### src/rtl/vote_capture_ctrl.sv
// Debounced single-candidate vote capture with a one-vote-per-voter registry.
// Issues one-cycle accept/reject pulses and tracks the number of distinct voters accepted.
module vote_capture_ctrl #(
    parameter int unsigned N_CAND   = 4,
    parameter int unsigned VOTER_W  = 8,
    parameter int unsigned DEBOUNCE = 25000000,
    localparam int unsigned CW      = (N_CAND > 2) ? $clog2(N_CAND) : 1
) (
    input  logic               clock,
    input  logic               reset,
    input  logic               mode,
    input  logic               pollsig,
    input  logic [N_CAND-1:0]  buttons,
    input  logic [VOTER_W-1:0] voter_id,
    input  logic               clear_voted,
    output logic               vote_valid,
    output logic [CW-1:0]      vote_cand,
    output logic               vote_reject,
    output logic               busy,
    output logic [VOTER_W:0]   voted_count
);

    localparam int unsigned CNT_W    = $clog2(DEBOUNCE);
    localparam int unsigned N_VOTERS = 2 ** VOTER_W;

    typedef enum logic [1:0] {
        IDLE     = 2'd0,
        COUNT    = 2'd1,
        WAIT_REL = 2'd2
    } state_t;

    state_t               r_state;
    state_t               w_state_nxt;

    logic [CNT_W-1:0]     r_cnt;
    logic [CW-1:0]        r_cand;
    logic [VOTER_W-1:0]   r_id;
    logic [N_VOTERS-1:0]  r_voted;
    logic                 r_vote_valid;
    logic                 r_vote_reject;
    logic [CW-1:0]        r_vote_cand;
    logic                 r_busy;
    logic [VOTER_W:0]     r_voted_count;

    logic                 w_enable;
    logic                 w_onehot;
    logic                 w_held;
    logic                 w_at_max;
    logic [CW-1:0]        w_btn_idx;

    logic [CNT_W-1:0]     w_cnt_nxt;
    logic [CW-1:0]        w_cand_nxt;
    logic [VOTER_W-1:0]   w_id_nxt;
    logic                 w_valid_nxt;
    logic                 w_reject_nxt;
    logic [CW-1:0]        w_vote_cand_nxt;
    logic [VOTER_W:0]     w_voted_count_nxt;
    logic                 w_reg_set;
    logic                 w_reg_clear;
    logic                 w_busy_nxt;

    assign w_enable = pollsig & ~mode;
    assign w_onehot = (buttons != '0) && ((buttons & (buttons - N_CAND'(1))) == '0);
    assign w_held   = (buttons == (N_CAND'(1) << r_cand));
    assign w_at_max = (r_cnt == CNT_W'(DEBOUNCE - 1));

    // Index of the highest set button; only meaningful when w_onehot is true.
    always_comb begin
        w_btn_idx = '0;
        for (int i = 0; i < int'(N_CAND); i++) begin
            if (buttons[i]) begin
                w_btn_idx = CW'(i);
            end
        end
    end

    always_ff @(posedge clock or posedge reset) begin
        if (reset) begin
            r_state <= IDLE;
        end else begin
            r_state <= w_state_nxt;
        end
    end

    always_comb begin
        w_state_nxt = r_state;
        if (!w_enable) begin
            w_state_nxt = IDLE;
        end else begin
            case (r_state)
                IDLE: begin
                    if (w_onehot) begin
                        w_state_nxt = COUNT;
                    end
                end
                COUNT: begin
                    if (!w_held) begin
                        w_state_nxt = IDLE;
                    end else if (w_at_max) begin
                        w_state_nxt = WAIT_REL;
                    end
                end
                WAIT_REL: begin
                    if (buttons == '0) begin
                        w_state_nxt = IDLE;
                    end
                end
                default: w_state_nxt = IDLE;
            endcase
        end
    end

    // Datapath/output next values; the decision fires on the last debounce sample.
    always_comb begin
        w_cnt_nxt         = r_cnt;
        w_cand_nxt        = r_cand;
        w_id_nxt          = r_id;
        w_valid_nxt       = 1'b0;
        w_reject_nxt      = 1'b0;
        w_vote_cand_nxt   = r_vote_cand;
        w_voted_count_nxt = r_voted_count;
        w_reg_set         = 1'b0;
        w_reg_clear       = clear_voted & ~pollsig;
        w_busy_nxt        = (w_state_nxt != IDLE);
        if (!w_enable) begin
            w_cnt_nxt = '0;
        end else begin
            case (r_state)
                IDLE: begin
                    w_cnt_nxt = '0;
                    if (w_onehot) begin
                        w_cnt_nxt  = CNT_W'(1);
                        w_cand_nxt = w_btn_idx;
                        w_id_nxt   = voter_id;
                    end
                end
                COUNT: begin
                    if (!w_held) begin
                        w_cnt_nxt = '0;
                    end else if (!w_at_max) begin
                        w_cnt_nxt = r_cnt + CNT_W'(1);
                    end else begin
                        w_vote_cand_nxt = r_cand;
                        if (!r_voted[r_id]) begin
                            w_valid_nxt       = 1'b1;
                            w_reg_set         = 1'b1;
                            w_voted_count_nxt = r_voted_count + (VOTER_W + 1)'(1);
                        end else begin
                            w_reject_nxt = 1'b1;
                        end
                    end
                end
                WAIT_REL: begin
                    if (buttons == '0) begin
                        w_cnt_nxt = '0;
                    end
                end
                default: w_cnt_nxt = '0;
            endcase
        end
        // Clear only happens with the poll closed, so it never meets a decision.
        if (w_reg_clear) begin
            w_voted_count_nxt = '0;
        end
    end

    always_ff @(posedge clock or posedge reset) begin
        if (reset) begin
            r_cnt         <= '0;
            r_cand        <= '0;
            r_id          <= '0;
            r_voted       <= '0;
            r_vote_valid  <= 1'b0;
            r_vote_reject <= 1'b0;
            r_vote_cand   <= '0;
            r_busy        <= 1'b0;
            r_voted_count <= '0;
        end else begin
            r_cnt         <= w_cnt_nxt;
            r_cand        <= w_cand_nxt;
            r_id          <= w_id_nxt;
            r_vote_valid  <= w_valid_nxt;
            r_vote_reject <= w_reject_nxt;
            r_vote_cand   <= w_vote_cand_nxt;
            r_busy        <= w_busy_nxt;
            r_voted_count <= w_voted_count_nxt;
            if (w_reg_clear) begin
                r_voted <= '0;
            end else if (w_reg_set) begin
                r_voted[r_id] <= 1'b1;
            end
        end
    end

    assign vote_valid  = r_vote_valid;
    assign vote_reject = r_vote_reject;
    assign vote_cand   = r_vote_cand;
    assign busy        = r_busy;
    assign voted_count = r_voted_count;

endmodule

### config.mk
export PLATFORM = sky130hd
export DESIGN_NAME = vote_capture_ctrl
export DESIGN_NICKNAME = d
export VERILOG_FILES = /design/src/rtl/vote_capture_ctrl.sv
export SDC_FILE = /design/constraint.sdc
export NUM_CORES = 1
export LEC_CHECK = 0
export CAP_MARGIN = 20
export CORE_MARGIN = 4
export CORE_UTILIZATION = 40
export CTS_CLUSTER_SIZE = 40
export DETAILED_ROUTE_END_ITERATION = 10
export MAX_ROUTING_LAYER = met4
export PLACE_DENSITY = 0.64
export SYNTH_ARGS = -nofsm -noshare
export SYNTH_HDL_FRONTEND = slang
export SYNTH_SLANG_ARGS = --single-unit
### constraint.sdc
create_clock -name clock -period 12.45 [get_ports clock]
set_input_delay 1.8675 -clock clock [delete_from_list [all_inputs] [get_ports clock]]
set_output_delay 1.8675 -clock clock [all_outputs]
set_load 0.05 [all_outputs]
==> PnR_summary.wiki, run 1 <==
{| class="wikitable"
! Metric !! Value
|-
| Via count of the first global-routing pass || ~12,000
|-
| P&R area growth vs syn || 12.83%
|-
| Setup slack at placement || 7065 ps
|-
| Critical path, cell by cell || buf_4 -> mux4_1 -> a22oi_1 -> a21oi_1 -> or4_1 -> a2bb2oi_2 -> nand3_4 -> buf_4 -> o21ai_0
|-
| Number of synthesized flops with an enable pin || 0
|-
| Clk Latency, worst-skew pair || 520 ps
|-
| Die Footprint || 40,570 um^2
|-
| Total wirelength of the detailed-routed design || a little over 40,000 um
|-
| HPWL Detailed || between 20,000 and 25,000 um
|-
| DIE WIDTH || 201.4 um
|-
| Setup fix buffers added after clock tree synthesis || 0
|-
| Leakage component of the power || 6.614 nW
|-
| Worst-case register-to-register setup slack || 6990 ps
|-
| Fraction of power consumed by sequential logic || 43.6%
|-
| Total power draw || 2.431 mW
|-
| Cell-internal power || 1.725 mW
|-
| Fin worst setup slack || 6993 ps
|-
| Number of nets with antenna violations after routing || 0
|-
| DR DRC count || 0
|-
| Run status || complete, no violations
|-
| Rel. slew slack || 29.03%
|-
| Ys Warns || 0
|-
| Initial DRT Pass Iterations || 5
|-
| GR peak layer || met2
|-
| Tmin final || roughly 5500 ps
|-
| Most Frequent Cell on Critical Path || sky130_fd_sc_hd__buf_4
|-
| Synth Flop Type || sky130_fd_sc_hd__dfrtp_1
|-
| Register bit count reported by yosys || about 310
|-
| H-tree depth || 2
|-
| Final Hold Fails || 0
|-
| Slew of the pin with the lowest slew margin || around 1100 ps
|-
| CP max FO || 100
|-
| Max-capacitance violation count || 0
|-
| Net Sw Frac || 29.04%
|-
| Post-synth net total || 1,625
|-
| Number of DRC violations after detailed-routing iteration 0 || around 1,200
|-
| CTS sink cnt || 307
|-
| Max Freq || 183.3 MHz
|-
| Wire length of the first global-routing pass || ~66,000 um
|-
| Maximum single-stage delay on the critical path || 840 ps
|-
| P_sw || 706.1 uW
|-
| Fin util || 45.90%
|-
| Unique masters post-synth || 59
|-
| Top-level port count || 31
|-
| Combinational power share || 14.2%
|-
| Slew Viols, Final || 0
|-
| Power per unit of standard cell area || 144.0 nW/um^2
|-
| Highest-delay cell along the critical path || sky130_fd_sc_hd__buf_4
|-
| IO buf count || 30
|-
| Setup crit end kind || flip-flop
|-
| Weighted congestion at the end of routability-driven global placement || 0.8297
|-
| Kind of start point of the critical path || flip-flop
|-
| Clock tree root buffer cell || sky130_fd_sc_hd__clkbuf_16
|-
| Sum of overflow across all layers after global routing || 0
|-
| WS Path Type || reg2reg
|-
| Hold buffer count at CTS || 0
|-
| Routed vias || between 10,000 and 15,000
|-
| Worst clock skew || 14.79 ps
|-
| Clock network fraction of total power || between 40% and 50%
|-
| Met2 Use GR || 31.76%
|-
| Synth async-reset ratio || 100.0%
|-
| Mapped Avg Cell Area || 9.318 um^2
|-
| Setup violations, final || 0
|-
| Area taken by multi-input logic gates || 6790 um^2
|-
| M3 GR Usage || 3.948%
|-
| Maximum clock insertion buffer count || 3
|-
| Post-layout net count || 1,603
|-
| Setup repair after global routing missed its margin || false
|-
| Met1 Resource Use GR || 27.94%
|-
| Number of antenna violations at the first check in global routing || 0
|-
| Placeable core region || roughly 37,000 um^2
|-
| Drt via density || 5.684
|-
| Sequential area share after synthesis || 51.34%
|-
| Starting Density || 40.68%
|-
| Worst hold path class || reg2reg
|-
| Ant. Diodes || 0
|-
| Critical path arrival || 5880 ps
|-
| Sequential Area || about 7700 um^2
|-
| Fill cells || between 3,000 and 4,000
|-
| Netlist Area Pre-Place || 14,960 um^2
|-
| Data required time of the critical path || 12,870 ps
|-
| Die height || 201.4 um
|-
| Quantity of gates resized following cts || 0
|-
| Summed negative setup slack over all endpoints || 0 ps
|-
| Final worst path period share || between 40% and 50%
|-
| Clock buffer count from CTS || 35
|-
| Detailed-route wire length per cell || 19.53 um
|-
| CTS tree || built
|-
| Share of layout cells above drive strength 1 || 11.82%
|-
| Clock-pin slew of the registers on the worst-case setup and hold paths || 60 ps
|-
| Worst VDD drop || 0.00007157 V
|-
| Synthesized instance count || 1,606
|-
| Overall Global Routing Usage || between 20% and 30%
|-
| Maximum number of pins on one net before global-route repair || 179
|-
| Row count || 70
|-
| Hold slack final || 474.7 ps
|}
==> registers in the layout, indices dropped and copies added (netlist names), 2 cells and up <==
signal,flops
vote_cand,2
r_id,8
r_state,2
voted_count,9
r_cand,2
r_voted,256
r_cnt,25
==> final timing paths <==
| path | depth (start not counted) | to | from |
|---|---|---|---|
| worst max-delay path | 9 | r_voted[125] | r_id[0] |
| worst min-delay path | 2 | r_voted[62] | r_voted[62] |
| worst max register to register | 9 | r_voted[125] | r_id[0] |
| worst min register to register | 2 | r_voted[62] | r_voted[62] |
| max in group asynchronous | 3 | r_id[1] | reset |
| min in group asynchronous | 2 | r_voted[227] | reset |
==> power groups by stage <==
stage	sequential (mW)	combinational, mW	clock, mW
2_1_floorplan	1.03	0.251	0
3_3_place_gp	1.08	0.328	0
3_5_place_dp	1.08	0.335	0
4_1_cts	1.06	0.336	1.05
5_1_grt	1.06	0.365	1.09
6_report	1.06	0.344	1.03
==> cell families after synthesis <==
group	share of synthesized area [%]
flip-flops	51.34
buffers and inverters	3.838
AND/OR/NAND/NOR	19.69
multiplexers	10.94
XOR/XNOR	0.4682
AO/OA/AOI/OAI	13.56
adder cells (fa/ha/maj)	0.1672
==> synthesized netlist by cell type (all sizes together) (7+ instances only) <==
library cell | number | area share, %
nand2 | 540 | 14
dfrtp | 307 | 51
o21ai | 274 | 9.2
clkbuf | 112 | 2.8
mux4 | 64 | 9.7
nor2 | 47 | 1.2
a21oi | 36 | 1.2
a22oi | 32 | 1.6
nand2b | 18 | 0.75
buf | 17 | 0.83
or4 | 16 | 0.83
nand3 | 13 | 0.47
nor3 | 12 | 0.40
mux2 | 11 | 0.83
or3 | 10 | 0.42
inv | 8 | 0.20
and3 | 7 | 0.29
nor4 | 7 | 0.29
xnor2 | 7 | 0.41
==> layout by cell type (no fill, tap or decap), drive strengths merged, types with 8 or more instances in the layout <==
cell / instances
o21ai: 274
inv: 8
nand2b: 18
clkbuf: 58
mux2: 11
clkdlybuf4s50: 30
nor3: 12
mux4: 64
a21oi: 36
or4: 16
nand2: 540
dfrtp: 307
nand3: 13
or3: 10
a22oi: 32
buf: 39
nor2: 47
==> worst max-delay path, delay by kind of cell, from the launching register on <==
kind / cells / cell delay [ps]
AOI/OAI and AO/OA: 4 / 1080
buffers and inverters: 2 / 1450
DFF: 1 / 800
muxes: 1 / 690
and+or+nand+nor: 2 / 1180
==> stage by stage <==
stage	cells	instance area, um^2
after floorplan	1606	14960
after global placement	2000	15600
after detailed placement	2004	15650
after CTS	2065	16800
after global routing	2076	16880
final	2076	16880
==> cell type report <==
class | count | area share [%]
Multi-Input combinational cell | 1162 | 40.22
Clock buffer | 57 | 6.699
Timing Repair Buffer | 70 | 3.728
Sequential cell | 307 | 45.55
Inverter | 8 | 0.2223
Tap cell | 468 | 3.468
Clock inverter | 4 | 0.1186
==> routing by layer <==
metal  up-vias  share of wire, %
met3        76               6.5
li1       5467                 -
met4         0               2.2
met5         -                 0
met1      5922                44
met2       335                47
(Power assumes the default switching activity.)
==> inputs of run 2 (changes only) <==
PLACE_DENSITY = 0.66   (was 0.64)
clock period = 4.8 ns   (was 12.45 ns; I/O delays follow)
==> run 2 against run 1 <==
- global-route usage decreased by 0.089 points
- non-clock buffer count increased by 6
- worst setup slack got worse by 6300 ps
- clock skew increased by 10 ps
- hold slack got worse by 1.8 ps
- register-to-register slack got worse by 6300 ps
- sequential share of layout area decreased by 0.41 points
- maximum frequency increased by 33%
- count of clock-buffer cells in the layout decreased by 12
- die area unchanged
==> PnR_summary.wiki, run 2 (synthesized netlist as in run 1, its figures left out) <==
{| class="wikitable"
! Metric !! Value
|-
| Run status || complete, no violations (unchanged)
|-
| Highest-count cells in the layout ignoring fill and taps || 540 x sky130_fd_sc_hd__nand2_1, 305 x sky130_fd_sc_hd__dfrtp_1, 271 x sky130_fd_sc_hd__o21ai_0 (unchanged)
|-
| Number of DRC violations after detailed-routing iteration 0 || 1,230 (was 1,163)
|-
| Highest-delay cell along the critical path || sky130_fd_sc_hd__dfrtp_4 (was sky130_fd_sc_hd__buf_4)
|-
| Worst VDD drop || 0.0002181 V (was 0.00007157 V)
|-
| Top-level port count || 31 (unchanged)
|-
| CTS tree || built (unchanged)
|-
| Placeable core region || 36,790 um^2 (unchanged)
|-
| Maximum clock insertion buffer count || 3 (unchanged)
|-
| Maximum single-stage delay on the critical path || 1040 ps (was 840 ps)
|-
| Setup violations, final || 0 (unchanged)
|-
| Clock network fraction of total power || 43.3% (was 42.2%)
|-
| Combinational power share || 14.0% (was 14.2%)
|-
| Sequential Area || 7690 um^2 (unchanged)
|-
| DIE WIDTH || 201.4 um (unchanged)
|-
| Initial DRT Pass Iterations || 5 (unchanged)
|-
| Worst hold path class || reg2reg (unchanged)
|-
| Detailed-route wire length per cell || 19.43 um (was 19.53 um)
|-
| Setup crit end kind || flip-flop (unchanged)
|-
| Hold buffer count at CTS || 0 (unchanged)
|-
| P_sw || 1.870 mW (was 706.1 uW)
|-
| Setup repair after global routing missed its margin || false (unchanged)
|-
| Clock-pin slew of the registers on the worst-case setup and hold paths || 60 ps (about the same)
|-
| WS Path Type || reg2reg (unchanged)
|-
| Leakage component of the power || 6.676 nW (was 6.614 nW)
|-
| Number of antenna violations at the first check in global routing || 0 (unchanged)
|-
| Maximum number of pins on one net before global-route repair || 265 (was 179)
|-
| GR peak layer || met2 (unchanged)
|-
| Setup slack at placement || 734.3 ps (was 7065 ps)
|-
| Tmin final || 4106 ps (was 5457 ps)
|-
| Clk Latency, worst-skew pair || 530 ps (was 520 ps)
|-
| Sum of buffers and inverters on the critical path || 2 (unchanged)
|-
| Drt via density || 5.682 (was 5.684)
|-
| M3 GR Usage || 3.852% (was 3.948%)
|-
| Final worst path period share || 85.54% (was 43.83%)
|-
| Clock tree root buffer cell || sky130_fd_sc_hd__clkbuf_16 (unchanged)
|-
| CTS sink cnt || 307 (unchanged)
|-
| Die height || 201.4 um (unchanged)
|-
| Cell-internal power || 4.610 mW (was 1.725 mW)
|-
| Met1 Resource Use GR || 28.81% (was 27.94%)
|-
| DR DRC count || 0 (unchanged)
|-
| Weighted congestion at the end of routability-driven global placement || 0.8184 (was 0.8297)
|-
| Overall Global Routing Usage || 20.32% (was 20.41%)
|-
| Max Freq || 243.6 MHz (was 183.3 MHz)
|-
| Hold slack final || 473.0 ps (was 474.7 ps)
|-
| Row count || 70 (unchanged)
|-
| IO buf count || 30 (unchanged)
|-
| Critical path arrival || 4520 ps (was 5880 ps)
|-
| Worst clock skew || 24.92 ps (was 14.79 ps)
|-
| Fin worst setup slack || 694.3 ps (was 6993 ps)
|-
| Routed vias || 11,829 (was 11,800)
|-
| Ant. Diodes || 0 (unchanged)
|-
| Share of layout cells above drive strength 1 || 12.21% (was 11.82%)
|-
| P&R area growth vs syn || 13.85% (was 12.83%)
|-
| Delay-heaviest family, CP || flip-flops (was buffers and inverters)
|-
| Post-layout net count || 1,608 (was 1,603)
|-
| CP max FO || 108 (was 100)
|-
| Net Sw Frac || 28.86% (was 29.04%)
|-
| Die Footprint || 40,570 um^2 (unchanged)
|-
| Kind of start point of the critical path || flip-flop (unchanged)
|-
| Total power draw || 6.480 mW (was 2.431 mW)
|-
| Quantity of gates resized following cts || 0 (unchanged)
|-
| Starting Density || 40.68% (unchanged)
|-
| Rel. slew slack || 17.86% (was 29.03%)
|-
| Via count of the first global-routing pass || 11,661 (was 11,813)
|-
| Fill cells || 3,386 (was 3,438)
|-
| Number of nets with antenna violations after routing || 0 (unchanged)
|-
| Total wirelength of the detailed-routed design || 40,460 um (was 40,550 um)
|-
| Data required time of the critical path || 5210 ps (was 12,870 ps)
|-
| Area taken by multi-input logic gates || 6797 um^2 (was 6790 um^2)
|-
| Slew Viols, Final || 0 (unchanged)
|-
| Biggest register || r_voted (unchanged)
|-
| Sum of overflow across all layers after global routing || 0 (unchanged)
|-
| H-tree depth || 2 (unchanged)
|-
| Max FFs per register || 256 (unchanged)
|-
| Most Frequent Cell on Critical Path || sky130_fd_sc_hd__buf_4 (unchanged)
|-
| Summed negative setup slack over all endpoints || 0 ps (unchanged)
|-
| Final Hold Fails || 0 (unchanged)
|-
| Clock buffer count from CTS || 34 (was 35)
|-
| Fraction of power consumed by sequential logic || 42.7% (was 43.6%)
|-
| Critical path, cell by cell || buf_4 -> mux4_1 -> a22oi_1 -> a21oi_1 -> or4_1 -> a2bb2oi_2 -> nand3_4 -> buf_4 -> o21ai_0 (unchanged)
|-
| Most common cell after layout, fill and taps aside || sky130_fd_sc_hd__nand2_1 (unchanged)
|-
| Setup fix buffers added after clock tree synthesis || 0 (unchanged)
|-
| Met2 Use GR || 30.43% (was 31.76%)
|-
| Max-capacitance violation count || 0 (unchanged)
|-
| HPWL Detailed || 23,840 um (was 23,810 um)
|-
| Power per unit of standard cell area || 380.3 nW/um^2 (was 144.0 nW/um^2)
|-
| Slew of the pin with the lowest slew margin || 1232 ps (was 1061 ps)
|-
| Wire length of the first global-routing pass || 65,580 um (was 65,730 um)
|}
[run 2: cell count changes in the layout (fill, tap and decap cells not counted), sizes merged]
cell | before | now
buf | 39 | 45
bufinv | 0 | 6
clkinvlp | 0 | 2
clkinv | 4 | 7
clkbuf | 58 | 46
inv | 8 | 9
[run 2: final timing paths]
path | startpoint | end | slack (ps) | cells after the start
min in group asynchronous | reset | r_voted[150] | 680 | 2
max | r_id[1] | r_voted[201] | 690 | 9
min reg2reg | r_voted[63] | r_voted[63] | 470 | 2
max in group asynchronous | reset | r_voted[159] | 2910 | 3
min | r_voted[63] | r_voted[63] | 470 | 2
max reg2reg | r_id[1] | r_voted[201] | 690 | 9
[run 2: worst register-to-register path: cells and delay by family (launching register included)]
kind,cells,cell delay (ps)
mux,1,300
compound gates,4,1090
buf+inv,2,810
simple gates,2,750
flops,1,1040
[run 2: final cells by class]
class	count	area share (%)
clock buffer	45	5.530
clock inverter	16	1.476
timing repair buffer	76	4.333
multi-input combinational	1162	39.89
tap	468	3.437
sequential	307	45.13
inverter	8	0.1983
[run 2: through the flow]
step,util [%],cell area [um^2],cells
after floorplan,-,14970,1606
after global placement,42.68,15700,2006
after detailed placement,42.81,15750,2010
after CTS,46.05,16940,2071
after global routing,46.32,17040,2082
final,46.32,17040,2082
[run 2: power by group through the flow]
stage                     combinational [mW]  sequential (mW)  clock, mW
final                                  0.908             2.77       2.80
after global routing                   0.965             2.78       2.95
after CTS                              0.882             2.77       2.85
after detailed placement               0.879             2.81          0
after global placement                 0.867             2.81          0
after floorplan                        0.651             2.68          0
[run 2: layer usage]
metal / share of wire [%] / routed length (um)
met1: 44 / 17940
met3: 7.4 / 2979
met4: 2.1 / 835
met2: 46 / 18710
met5: 0 / 0
